===== src/rtl/pll_lock_monitor_pkg.sv =====
// Shared definitions for the PLL lock monitor: state encoding and parameter helpers.
// Status/CSR blocks import this package to decode state_o.
package pll_lock_monitor_pkg;

  typedef enum logic [1:0] {
    PLL_RESET = 2'd0,
    WAIT_LOCK = 2'd1,
    STABILISE = 2'd2,
    RUN       = 2'd3
  } pll_state_e;

  function automatic int unsigned max3(input int unsigned a, input int unsigned b,
                                       input int unsigned c);
    int unsigned m;
    m = (a > b) ? a : b;
    return (m > c) ? m : c;
  endfunction

endpackage


===== src/rtl/pll_mon_sync.sv =====
// N-stage single-bit synchronizer with asynchronous active-high reset to 0.
module pll_mon_sync #(
  parameter int STAGES = 2
) (
  input  logic clk_i,
  input  logic rst_i,
  input  logic d_i,
  output logic q_o
);

  (* ASYNC_REG = "TRUE" *) logic [STAGES-1:0] sync_q;

  always_ff @(posedge clk_i or posedge rst_i) begin
    if (rst_i) begin
      sync_q <= '0;
    end else begin
      sync_q <= {sync_q[STAGES-2:0], d_i};
    end
  end

  assign q_o = sync_q[STAGES-1];

endmodule


===== src/rtl/pll_lock_monitor.sv =====
// Sequences the board PLL reset, waits for stable lock and then releases the system reset.
// Retries the PLL on lock timeout and re-sequences on loss of lock in RUN.
module pll_lock_monitor
  import pll_lock_monitor_pkg::*;
#(
  parameter int unsigned SYNC_STAGES    = 2,
  parameter int unsigned PLL_RST_CYCLES = 16,
  parameter int unsigned LOCK_TIMEOUT   = 65536,
  parameter int unsigned STABLE_CYCLES  = 1024,
  parameter int unsigned CNT_W          = 8
) (
  input  logic             clk_i,
  input  logic             rst_i,
  input  logic             locked_i,
  input  logic             soft_rst_i,
  output logic             pll_rst_o,
  output logic             rst_o,
  output logic             ready_o,
  output logic [1:0]       state_o,
  output logic [CNT_W-1:0] retry_cnt_o,
  output logic [CNT_W-1:0] loss_cnt_o
);

  localparam int unsigned TMAX = max3(PLL_RST_CYCLES, LOCK_TIMEOUT, STABLE_CYCLES);
  localparam int unsigned TW   = (TMAX > 1) ? $clog2(TMAX) : 1;

  localparam logic [TW-1:0] PRST_LAST = TW'(PLL_RST_CYCLES - 1);
  localparam logic [TW-1:0] TOUT_LAST = TW'(LOCK_TIMEOUT - 1);
  localparam logic [TW-1:0] STAB_LAST = TW'(STABLE_CYCLES - 1);

  logic             lock_s;
  pll_state_e       state_q, state_d;
  logic [TW-1:0]    timer_q, timer_d;
  logic [CNT_W-1:0] retry_q, loss_q;
  logic             retry_inc, loss_inc;
  logic             pll_rst_q, rst_q, ready_q;

  pll_mon_sync #(
    .STAGES (SYNC_STAGES)
  ) u_sync (
    .clk_i (clk_i),
    .rst_i (rst_i),
    .d_i   (locked_i),
    .q_o   (lock_s)
  );

  // Lock arrival beats timeout in WAIT_LOCK; lock drop beats completion in STABILISE.
  always_comb begin
    state_d   = state_q;
    retry_inc = 1'b0;
    loss_inc  = 1'b0;
    if (soft_rst_i) begin
      state_d = PLL_RESET;
    end else begin
      case (state_q)
        PLL_RESET: if (timer_q == PRST_LAST) state_d = WAIT_LOCK;
        WAIT_LOCK: begin
          if (lock_s) begin
            state_d = STABILISE;
          end else if (timer_q == TOUT_LAST) begin
            state_d   = PLL_RESET;
            retry_inc = 1'b1;
          end
        end
        STABILISE: begin
          if (!lock_s) state_d = WAIT_LOCK;
          else if (timer_q == STAB_LAST) state_d = RUN;
        end
        RUN: begin
          if (!lock_s) begin
            state_d  = PLL_RESET;
            loss_inc = 1'b1;
          end
        end
        default: state_d = PLL_RESET;
      endcase
    end
  end

  // A soft restart re-arms the PLL reset timer even when already in PLL_RESET.
  always_comb begin
    timer_d = timer_q;
    if (soft_rst_i || (state_d != state_q)) timer_d = '0;
    else if (state_q != RUN) timer_d = timer_q + 1'b1;
  end

  always_ff @(posedge clk_i or posedge rst_i) begin
    if (rst_i) begin
      state_q   <= PLL_RESET;
      timer_q   <= '0;
      retry_q   <= '0;
      loss_q    <= '0;
      pll_rst_q <= 1'b1;
      rst_q     <= 1'b1;
      ready_q   <= 1'b0;
    end else begin
      state_q   <= state_d;
      timer_q   <= timer_d;
      if (retry_inc && (retry_q != '1)) retry_q <= retry_q + 1'b1;
      if (loss_inc && (loss_q != '1)) loss_q <= loss_q + 1'b1;
      pll_rst_q <= (state_d == PLL_RESET);
      rst_q     <= (state_d != RUN);
      ready_q   <= (state_d == RUN);
    end
  end

  assign pll_rst_o   = pll_rst_q;
  assign rst_o       = rst_q;
  assign ready_o     = ready_q;
  assign state_o     = state_q;
  assign retry_cnt_o = retry_q;
  assign loss_cnt_o  = loss_q;

endmodule


===== config.mk =====
export PLATFORM = sky130hd
export DESIGN_NAME = pll_lock_monitor
export DESIGN_NICKNAME = d
export VERILOG_FILES = /design/src/rtl/pll_lock_monitor_pkg.sv /design/src/rtl/pll_mon_sync.sv /design/src/rtl/pll_lock_monitor.sv
export SDC_FILE = /design/constraint.sdc
export NUM_CORES = 1
export LEC_CHECK = 0
export CORE_MARGIN = 5
export CORE_UTILIZATION = 45
export DETAILED_ROUTE_END_ITERATION = 8
export GPL_TIMING_DRIVEN = 0
export PLACE_DENSITY = 0.76
export SLEW_MARGIN = 10
export SYNTH_ARGS = -nofsm -noshare
export SYNTH_HDL_FRONTEND = slang
export SYNTH_SLANG_ARGS = --single-unit

===== constraint.sdc =====
create_clock -name clk_i -period 2.8 [get_ports clk_i]
set_clock_uncertainty 0.2 [all_clocks]
set_input_delay 0.42 -clock clk_i [delete_from_list [all_inputs] [get_ports clk_i]]
set_output_delay 0.42 -clock clk_i [all_outputs]
set_load 0.02 [all_outputs]

==> out/qor.yml, run 1 <==
grt_max_degree: 24
wl_mm: 4.04
final_common_cell: "dfrtp_1"
slew_viol_final: 0
cts_root_buf: "clkbuf_8"
ir_worst_vdd_uv: 384
critPathMaxStageDelay_ns: 0.62
pre_cts_slack_ns: 0.431
cap_viol_max_count: 0
antenna_found_initial: 0
crit_path_cell_trace: "ha_1, and3_1, buf_2, nand3_1, o22ai_1, a211oi_1"
final_area_sq_um: 2470
path_buf_inv: 1
drt_iter0_markers: 91
final_cell_mix: "dfrtp_1, clkdlybuf4s50_1, xor2_1, nand2_1, nand3_1"
postRouteAntennaNets: 0
yosys.area.top_type: "dfrtp_1"
ys_seq_area_share_pct: 48.4
cts_buffer_depth: 2
synth_edf_count: 0
hold_violations: 0
syn_avg_cell_area_sq_um: 10.8
grt_overflow_total: 0
cts_buffers: 5
first_pass_iters: 6
clkSinkCount: 39
synth_top_area_share_pct: 45.8
rsz0062_at_grt: "false"
ys_types: 43
cts_setup_buffers: 0
fmax_mhz: 445
crit_required_ns: 2.73
die-width_um: 77.0
ys.warnings.count: 0
finalSetupViolations: 0
row_count: 24
synth-seq-cells: 39
r2r-start: "timer_q[0]$_DFFE_PP0P_"
tightest_slew_ns: 0.781
crit_path_start: "timer_q[0]$_DFFE_PP0P_"
hold_buffers: 0
final.min_clock_period_ns: 2.24
drive_gt1_share_pct: 13.1
fin_cells: 273
routed-via-count: 1576
start_util_pct: 46.4
final_net_count: 227
synthFlopType: "dfrtp_1"
endpoint_kind: "register"
clkTransAtPathRegs_ns: 0.08
clk-insertion-delay-late_ns: 0.30
grt_pass1_wl_mm: 7.36
async_flop_share_pct: 100
min_from: "u_sync.sync_q[0]$_DFF_PP0_"
cts_htree_levels: 2
critPathMaxFanout: 9
io_pins: 25
hold_class: "reg2reg"
cts_tree: "built"
dpl_cell_area_sq_um: 2350
leakage_nw: 1.08
gp_congestion: 0.773
synth_cells: 188
outcome: "finished, final reports clean"
diodes: 0
crit_type: "reg2reg"
hold_ws_ns: 0.154
grt_pass1_vias: 1543
setup_slack_ns: 0.555
critPathTopFamily: "compound AO/OA/AOI/OAI gates"
startpoint_type: "register"
synth.cell_area_sq_um: 2020
slew_headroom_pct: 47.9
area_delta_synth_final_pct: 22.0
synth_area_leaders: "dfrtp_1, xor2_1, xnor2_1"
period_share_pct: 80.2
track_usage_pct: 15.2
vias_per_cell: 5.77
post_cts_resized: 0
drc_errors: 0
dp_hpwl_mm: 2.77
io_buffers: 24
slowest_stage: "o22ai_1"
fillers: 383
tns_ns: 0
die_y_um: 77.0
powerDensity_nw_per_um2: 437
core-area_sq_um: 4350
syn_nets: 195
wire_per_inst_um: 14.8
place_inst: 265
die-area_sq_um: 5930
crit_arrival_ns: 2.18
-- synth_stat cells, types with 3 or more instances --
| cell | count |
|---|---|
| dfrtp_1 | 37 |
| xor2_1 | 14 |
| nand2_1 | 12 |
| nand3_1 | 12 |
| a211oi_1 | 9 |
| nand4_1 | 9 |
| nor2_1 | 9 |
| xnor2_1 | 8 |
| a21oi_1 | 5 |
| and3_1 | 5 |
| and4_1 | 5 |
| nor3_1 | 5 |
| buf_2 | 4 |
| inv_1 | 4 |
| nor4_1 | 4 |
| o21ai_0 | 4 |
| or4_1 | 4 |
| ha_1 | 3 |
| o31ai_1 | 3 |
-- worst reg2reg max path, delay by kind of cell, from the launching register on --
kind,cells,cell delay (ns)
DFF,1,0.41
buffers and inverters,1,0.21
and+or+nand+nor,2,0.29
adders and majority gates,1,0.18
AOI/OAI and AO/OA,2,0.78
-- area by class of cell --
| class | count | area (sq um) | share of cell area (%) |
|---|---|---|---|
| inverter | 4 | 15.0 | 0.609 |
| sequential | 39 | 978 | 39.7 |
| clock inverter | 3 | 43.8 | 1.77 |
| clock buffer | 5 | 68.8 | 2.79 |
| buffer | 6 | 38.8 | 1.57 |
| multi-input combinational | 139 | 990 | 40.1 |
| timing repair buffer | 25 | 268 | 10.9 |
| tap | 52 | 65.1 | 2.64 |
-- routing by layer --
metal	part of all wire, %	track usage [%]	vias up	routed length, um
li1	-	-	764	-
met1	48	20.8	779	1930
met2	46	23.2	28	1860
met3	4.4	3.63	5	178
met4	1.6	6.19	0	65
met5	0	0	-	0
-- cells by family after synthesis --
family          share of synthesized area (%)
compound gates                           11.2
flops                                    48.4
mux                                      1.61
fa+ha+maj                                1.86
buf+inv                                  2.66
simple gates                             24.8
xor+xnor                                 9.53
-- final timing paths --
kind,end,depth (start not counted),slack [ns]
worst min-delay path,u_sync.sync_q[1]$_DFF_PP0_,0,0.15
min in group asynchronous,ready_o$_DFF_PP0_,2,0.22
worst max register to register,timer_q[7]$_DFFE_PP0P_,6,0.56
worst min register to register,u_sync.sync_q[1]$_DFF_PP0_,0,0.15
worst max-delay path,timer_q[7]$_DFFE_PP0P_,6,0.56
max in group asynchronous,rst_o$_DFF_PP1_,3,1.67
-- through the flow --
step,power [mW],util (%)
2_1_floorplan,0.605,-
3_3_place_gp,0.617,53.4
3_5_place_dp,0.622,54.1
4_1_cts,1.09,56.7
5_1_grt,1.13,56.7
6_report,1.08,56.7
-- state kept, by name, summed over array words and instances (netlist names) --
name	flops
ready_o	1
u_sync.sync_q	2
state_o	2
pll_rst_o	1
retry_cnt_o	8
timer_q	16
loss_cnt_o	8
rst_o	1
-- power breakdown --
part | total (mW) | switching [mW] | internal [mW]
sequential | 0.573 | 0.00489 | 0.568
clock | 0.468 | 0.203 | 0.265
combinational | 0.0376 | 0.0222 | 0.0154
No activity file was read; power rests on OpenSTA's default activity.
==> run 2, diff against run 1 <==
==> constraint.sdc (replaced) <==
create_clock -name clk_i -period 2.22 [get_ports clk_i]
set_clock_uncertainty 0.2 [all_clocks]
set_input_delay 0.333 -clock clk_i [delete_from_list [all_inputs] [get_ports clk_i]]
set_output_delay 0.333 -clock clk_i [all_outputs]
set_load 0.02 [all_outputs]
==> out/qor.yml, run 2 (synthesis gave the netlist of run 1 again) <==
r2r-start: "timer_q[0]$_DFFE_PP0P_"  # unchanged
row_count: 24  # unchanged
finalSetupViolations: 0  # unchanged
diodes: 0  # unchanged
pre_cts_slack_ns: -0.0625  # was 0.431 ns
path_buf_inv: 1  # unchanged
wire_per_inst_um: 14.7  # was 14.8 um
final_util_pct: 57.2  # was 56.7%
fmax_mhz: 472  # was 445 MHz
track_usage_pct: 15.2  # unchanged
routed-via-count: 1561  # was 1,576
final-seq-area_sq_um: 978  # unchanged
tightest_slew_ns: 0.432  # was 0.781 ns
crit_type: "reg2reg"  # unchanged
multiInputGateArea_sq_um: 1010  # was 990 sq um
setup_slack_ns: 0.103  # was 0.555 ns
grt_pass1_vias: 1543  # unchanged
cts_root_buf: "clkbuf_8"  # unchanged
post_cts_resized: 0  # unchanged
grt.busiest_layer: "met2"  # unchanged
cts_htree_levels: 2  # unchanged
met2_usage_pct: 23.2  # unchanged
clk-insertion-delay-late_ns: 0.30  # about the same
hold_ws_ns: 0.130  # was 0.154 ns
first_pass_iters: 4  # was 6
final_net_count: 227  # unchanged
slew_viol_final: 0  # unchanged
cts_tree: "built"  # unchanged
final_cell_mix: "dfrtp_1, clkdlybuf4s50_1, xor2_1, nand2_1, nand3_1"  # unchanged
clkSinkCount: 39  # unchanged
cap_viol_max_count: 0  # unchanged
grt_overflow_total: 0  # unchanged
antenna_found_initial: 0  # unchanged
endpoint_kind: "register"  # unchanged
final.min_clock_period_ns: 2.12  # was 2.24 ns
die-width_um: 77.0  # unchanged
power_mw: 1.36  # was 1.08 mW
die_y_um: 77.0  # unchanged
place_inst: 265  # unchanged
drive_gt1_share_pct: 14.0  # was 13.1%
outcome: "finished, final reports clean"  # unchanged
final_common_cell: "dfrtp_1"  # unchanged
area_delta_synth_final_pct: 23.1  # was 22.0%
hold_class: "in2async"  # was reg2reg
slowest_stage: "or4_1"  # was o22ai_1
slew_headroom_pct: 71.2  # was 47.9%
largest_register_ffs: 16  # unchanged
grt_pass1_wl_mm: 7.36  # unchanged
crit_required_ns: 2.23  # was 2.73 ns
critPathMaxFanout: 9  # unchanged
reg2reg_to: "pll_rst_o$_DFF_PP1_"  # was timer_q[7]$_DFFE_PP0P_
cts_buffer_depth: 2  # unchanged
start_util_pct: 46.4  # unchanged
crit_arrival_ns: 2.13  # was 2.18 ns
critPathTopFamily: "simple AND/OR/NAND/NOR gates"  # was compound AO/OA/AOI/OAI gates
drt_iter0_markers: 82  # was 91
grtUsageMet3_pct: 3.63  # unchanged
vias_per_cell: 5.72  # was 5.77
die-area_sq_um: 5930  # unchanged
crit_path_cell_trace: "ha_1, and3_1, clkbuf_4, nand3_1, o22a_1, or4_1"  # was ha_1, and3_1, buf_2, nand3_1, o22ai_1, a211oi_1
critPathMaxStageDelay_ns: 0.54  # was 0.62 ns
clkTransAtPathRegs_ns: 0.08  # about the same
io_buffers: 24  # unchanged
leakage_nw: 1.08  # about the same
postRouteAntennaNets: 0  # unchanged
fillers: 377  # was 383
use_met1_pct: 20.8  # unchanged
ir_worst_vdd_uv: 487  # was 384 uV
regMostFlops: "timer_q"  # unchanged
period_share_pct: 95.3  # was 80.2%
io_pins: 25  # unchanged
fin_cells: 273  # unchanged
rsz0062_at_grt: "false"  # unchanged
grt_max_degree: 24  # unchanged
gp_congestion: 0.773  # unchanged
startpoint_type: "register"  # unchanged
wl_mm: 4.03  # was 4.04 mm
powerDensity_nw_per_um2: 547  # was 437 nW/um^2
dp_hpwl_mm: 2.77  # unchanged
hold_violations: 0  # unchanged
hold_buffers: 0  # unchanged
reg2reg_slack_ns: 0.10  # was 0.56 ns
core-area_sq_um: 4350  # unchanged
r2r_cells: 6  # unchanged
cts_setup_buffers: 0  # unchanged
drc_errors: 0  # unchanged
cts_buffers: 5  # unchanged
[run 2: where the power goes]
group / total (mW) / internal, mW / switching [mW]
Sequential: 0.723 / 0.716 / 0.00624
Combinational: 0.0487 / 0.0200 / 0.0287
Clock: 0.589 / 0.334 / 0.255
Total: 1.36 / 1.07 / 0.289
[run 2: how the worst max path moves through the flow]
stage	from	end	slack (ns)	cells after the start
5_1_grt	timer_q[0]$_DFFE_PP0P_	timer_q[0]$_DFFE_PP0P_	0.003	7
4_1_cts	timer_q[0]$_DFFE_PP0P_	timer_q[5]$_DFFE_PP0P_	0.02	6
3_3_place_gp	rst_i	timer_q[8]$_DFFE_PP0P_	-0.05	2
6_report	timer_q[0]$_DFFE_PP0P_	pll_rst_o$_DFF_PP1_	0.10	6
3_5_place_dp	soft_rst_i	timer_q[3]$_DFFE_PP0P_	-0.06	5
2_1_floorplan	timer_q[0]$_DFFE_PP0P_	timer_q[7]$_DFFE_PP0P_	0.31	7
[run 2: metal layers]
metal | share of wire (%) | vias up
met5 | 0 | -
met1 | 47 | 767
met3 | 3.9 | 7
met2 | 47 | 27
li1 | - | 760
met4 | 1.9 | 0
[run 2: area by class of cell]
| class | count | share of cell area (%) |
|---|---|---|
| Multi-Input combinational cell | 139 | 40.5 |
| Sequential cell | 39 | 39.3 |
| Tap cell | 52 | 2.61 |
| Inverter | 4 | 0.603 |
| Timing Repair Buffer | 25 | 10.8 |
| Clock buffer | 5 | 2.77 |
| Buffer | 6 | 1.66 |
| Clock inverter | 3 | 1.76 |
[run 2: worst register-to-register path, cell delays in order, from the launching register on]
cell and delay (ns):
dfrtp_1 0.41, ha_1 0.18, and3_1 0.15, clkbuf_4 0.19, nand3_1 0.15, o22a_1 0.22
or4_1 0.54
[run 2: through the flow]
| step | cell area, sq um | setup TNS, ns |
|---|---|---|
| after floorplan | 2020 | 0 |
| after global placement | 2330 | -1.86 |
| after detailed placement | 2350 | -0.399 |
| after CTS | 2470 | 0 |
| after global routing | 2490 | 0 |
| final | 2490 | 0 |
==> run 3, diff against run 2 <==
--- a/config.mk
+++ b/config.mk
@@ -6,10 +6,11 @@
 export NUM_CORES = 1
 export LEC_CHECK = 0
 export CORE_MARGIN = 5
-export CORE_UTILIZATION = 45
+export CORE_UTILIZATION = 62
 export DETAILED_ROUTE_END_ITERATION = 8
+export DONT_BUFFER_PORTS = 1
 export GPL_TIMING_DRIVEN = 0
-export PLACE_DENSITY = 0.76
+export PLACE_DENSITY = 0.87
 export SLEW_MARGIN = 10
 export SYNTH_ARGS = -nofsm -noshare
 export SYNTH_HDL_FRONTEND = slang
==> out/qor.yml, run 3 (synthesis gave the netlist of run 1 again) <==
outcome: "finished, final reports clean"  # unchanged
crit_arrival_ns: 2.20  # was 2.13 ns
pre_cts_slack_ns: 0.0418  # was -0.0625 ns
final_cell_mix: "dfrtp_1, xor2_1, nand2_1, nand3_1"  # was dfrtp_1, clkdlybuf4s50_1, xor2_1, nand2_1, nand3_1
row_count: 20  # was 24
tns_ns: 0  # unchanged
r2r-start: "timer_q[0]$_DFFE_PP0P_"  # unchanged
die-width_um: 67.1  # was 77.0 um
fillers: 228  # was 377
critPathMaxFanout: 9  # unchanged
fmax_mhz: 467  # was 472 MHz
vias_per_cell: 6.47  # was 5.72
startpoint_type: "register"  # unchanged
crit_path_cell_trace: "ha_1, and3_1, buf_2, and4_1, o21ba_1, buf_2, a211oi_1"  # was ha_1, and3_1, clkbuf_4, nand3_1, o22a_1, or4_1
clk-insertion-delay-late_ns: 0.35  # was 0.30 ns
gp_congestion: 0.895  # was 0.773
clkTransAtPathRegs_ns: 0.11  # was 0.08 ns
regMostFlops: "timer_q"  # unchanged
diodes: 0  # unchanged
crit_path_start: "timer_q[0]$_DFFE_PP0P_"  # unchanged
wire_per_inst_um: 16.6  # was 14.7 um
antenna_found_initial: 0  # unchanged
die_y_um: 67.1  # was 77.0 um
cts_tree: "built"  # unchanged
grt_pass1_wl_mm: 6.92  # was 7.36 mm
period_share_pct: 96.4  # was 95.3%
die-area_sq_um: 4500  # was 5930 sq um
fin_cells: 249  # was 273
powerDensity_nw_per_um2: 595  # was 547 nW/um^2
area_delta_synth_final_pct: 12.5  # was 23.1%
postRouteAntennaNets: 0  # unchanged
cts_root_buf: "clkbuf_4"  # was clkbuf_8
start_util_pct: 65.2  # was 46.4%
final_net_count: 211  # was 227
hold_violations: 0  # unchanged
io_buffers: 0  # was 24
crit_type: "reg2reg"  # unchanged
critPathMaxStageDelay_ns: 0.41  # was 0.54 ns
dp_hpwl_mm: 2.83  # was 2.77 mm
crit_top_cell: "buf_2"
grt_pass1_vias: 1559  # was 1,543
clkSinkCount: 39  # unchanged
tightest_slew_ns: 0.774  # was 0.432 ns
slew_headroom_pct: 48.3  # was 71.2%
setup_slack_ns: 0.0798  # was 0.103 ns
first_pass_iters: 4  # unchanged
place_inst: 232  # was 265
track_usage_pct: 20.2  # was 15.2%
final_common_cell: "dfrtp_1"  # unchanged
cts_htree_levels: 2  # unchanged
min_from: "soft_rst_i"
cts_buffers: 5  # unchanged
drc_errors: 0  # unchanged
io_pins: 25  # unchanged
drt_iter0_markers: 97  # was 82
core-area_sq_um: 3100  # was 4350 sq um
drive_gt1_share_pct: 16.6  # was 14.0%
slowest_stage: "dfrtp_1"  # was or4_1
power_mw: 1.35  # was 1.36 mW
largest_register_ffs: 16  # unchanged
wl_mm: 4.14  # was 4.03 mm
rsz0062_at_grt: "false"  # unchanged
routed-via-count: 1612  # was 1,561
slew_viol_final: 0  # unchanged
cap_viol_max_count: 0  # unchanged
final.min_clock_period_ns: 2.14  # was 2.12 ns
leakage_nw: 1.02  # was 1.08 nW
crit_required_ns: 2.28  # was 2.23 ns
hold_ws_ns: 0.0212  # was 0.130 ns
finalSetupViolations: 0  # unchanged
cts_buffer_depth: 2  # unchanged
hold_class: "in2reg"  # was in2async
ir_worst_vdd_uv: 415  # was 487 uV
grt_max_degree: 40  # was 24
grt_overflow_total: 0  # unchanged
endpoint_kind: "register"  # unchanged
-- run 3: cell count changes in the layout (fill, tap and decap cells not counted), sizes merged --
cell,before,now
buf,6,11
dlygate4sd3,0,4
clkinv,2,0
clkdlybuf4s50,24,0
bufinv,1,2
-- run 3: layer usage --
metal  track usage (%)  wire, um
met1              24.2      1670
met2              34.7      2130
met3              4.05       287
met4              9.37        57
met5                 0         0
-- run 3: layout make-up --
type	count	area, sq um	area share, %
clock buffers	6	41.3	1.82
well taps	44	55.1	2.42
repair buffers	9	77.6	3.41
inverters	4	15.0	0.660
multi-input cells	139	1010	44.3
clock inverters	2	60.1	2.64
flip-flops and latches	39	978	43.0
plain buffers	6	38.8	1.71
-- run 3: critical path, delay by kind of cell, from the launching register on --
kind	cells	cell delay (ns)
AOI/OAI and AO/OA	2	0.43
and+or+nand+nor	2	0.42
DFF	1	0.41
buffers and inverters	2	0.36
adders and majority gates	1	0.23
-- run 3: repair_timing --
action | 4_1_cts | 5_1_grt
endpoints found under the hold margin | 40 | 1
gates resized for setup | 0 | 3
setup buffers | 0 | 5
hold buffers | 3 | 1
setup endpoints to repair | 0 | 17
-- run 3: worst paths after layout --
kind                       slack [ns]                          to  cells past startpoint
max                              0.08      timer_q[7]$_DFFE_PP0P_                      7
min                              0.02        state_o[0]$_DFF_PP0_                      2
max reg2reg                      0.08      timer_q[7]$_DFFE_PP0P_                      7
min reg2reg                      0.16  u_sync.sync_q[1]$_DFF_PP0_                      0
max in group asynchronous        0.96  u_sync.sync_q[1]$_DFF_PP0_                      2
min in group asynchronous        0.36        state_o[0]$_DFF_PP0_                      2
-- run 3: metrics by stage --
stage	instance area (sq um)	util [%]
3_5_place_dp	2080	66.9
5_1_grt	2270	73.3
2_1_floorplan	2020	-
3_3_place_gp	2080	66.9
6_report	2270	73.3
4_1_cts	2210	71.2
-- run 3: power by group --
part           internal [mW]  switching (mW)  total, mW
clock                  0.351           0.228      0.579
combinational         0.0230          0.0304     0.0534
sequential             0.716         0.00505      0.722
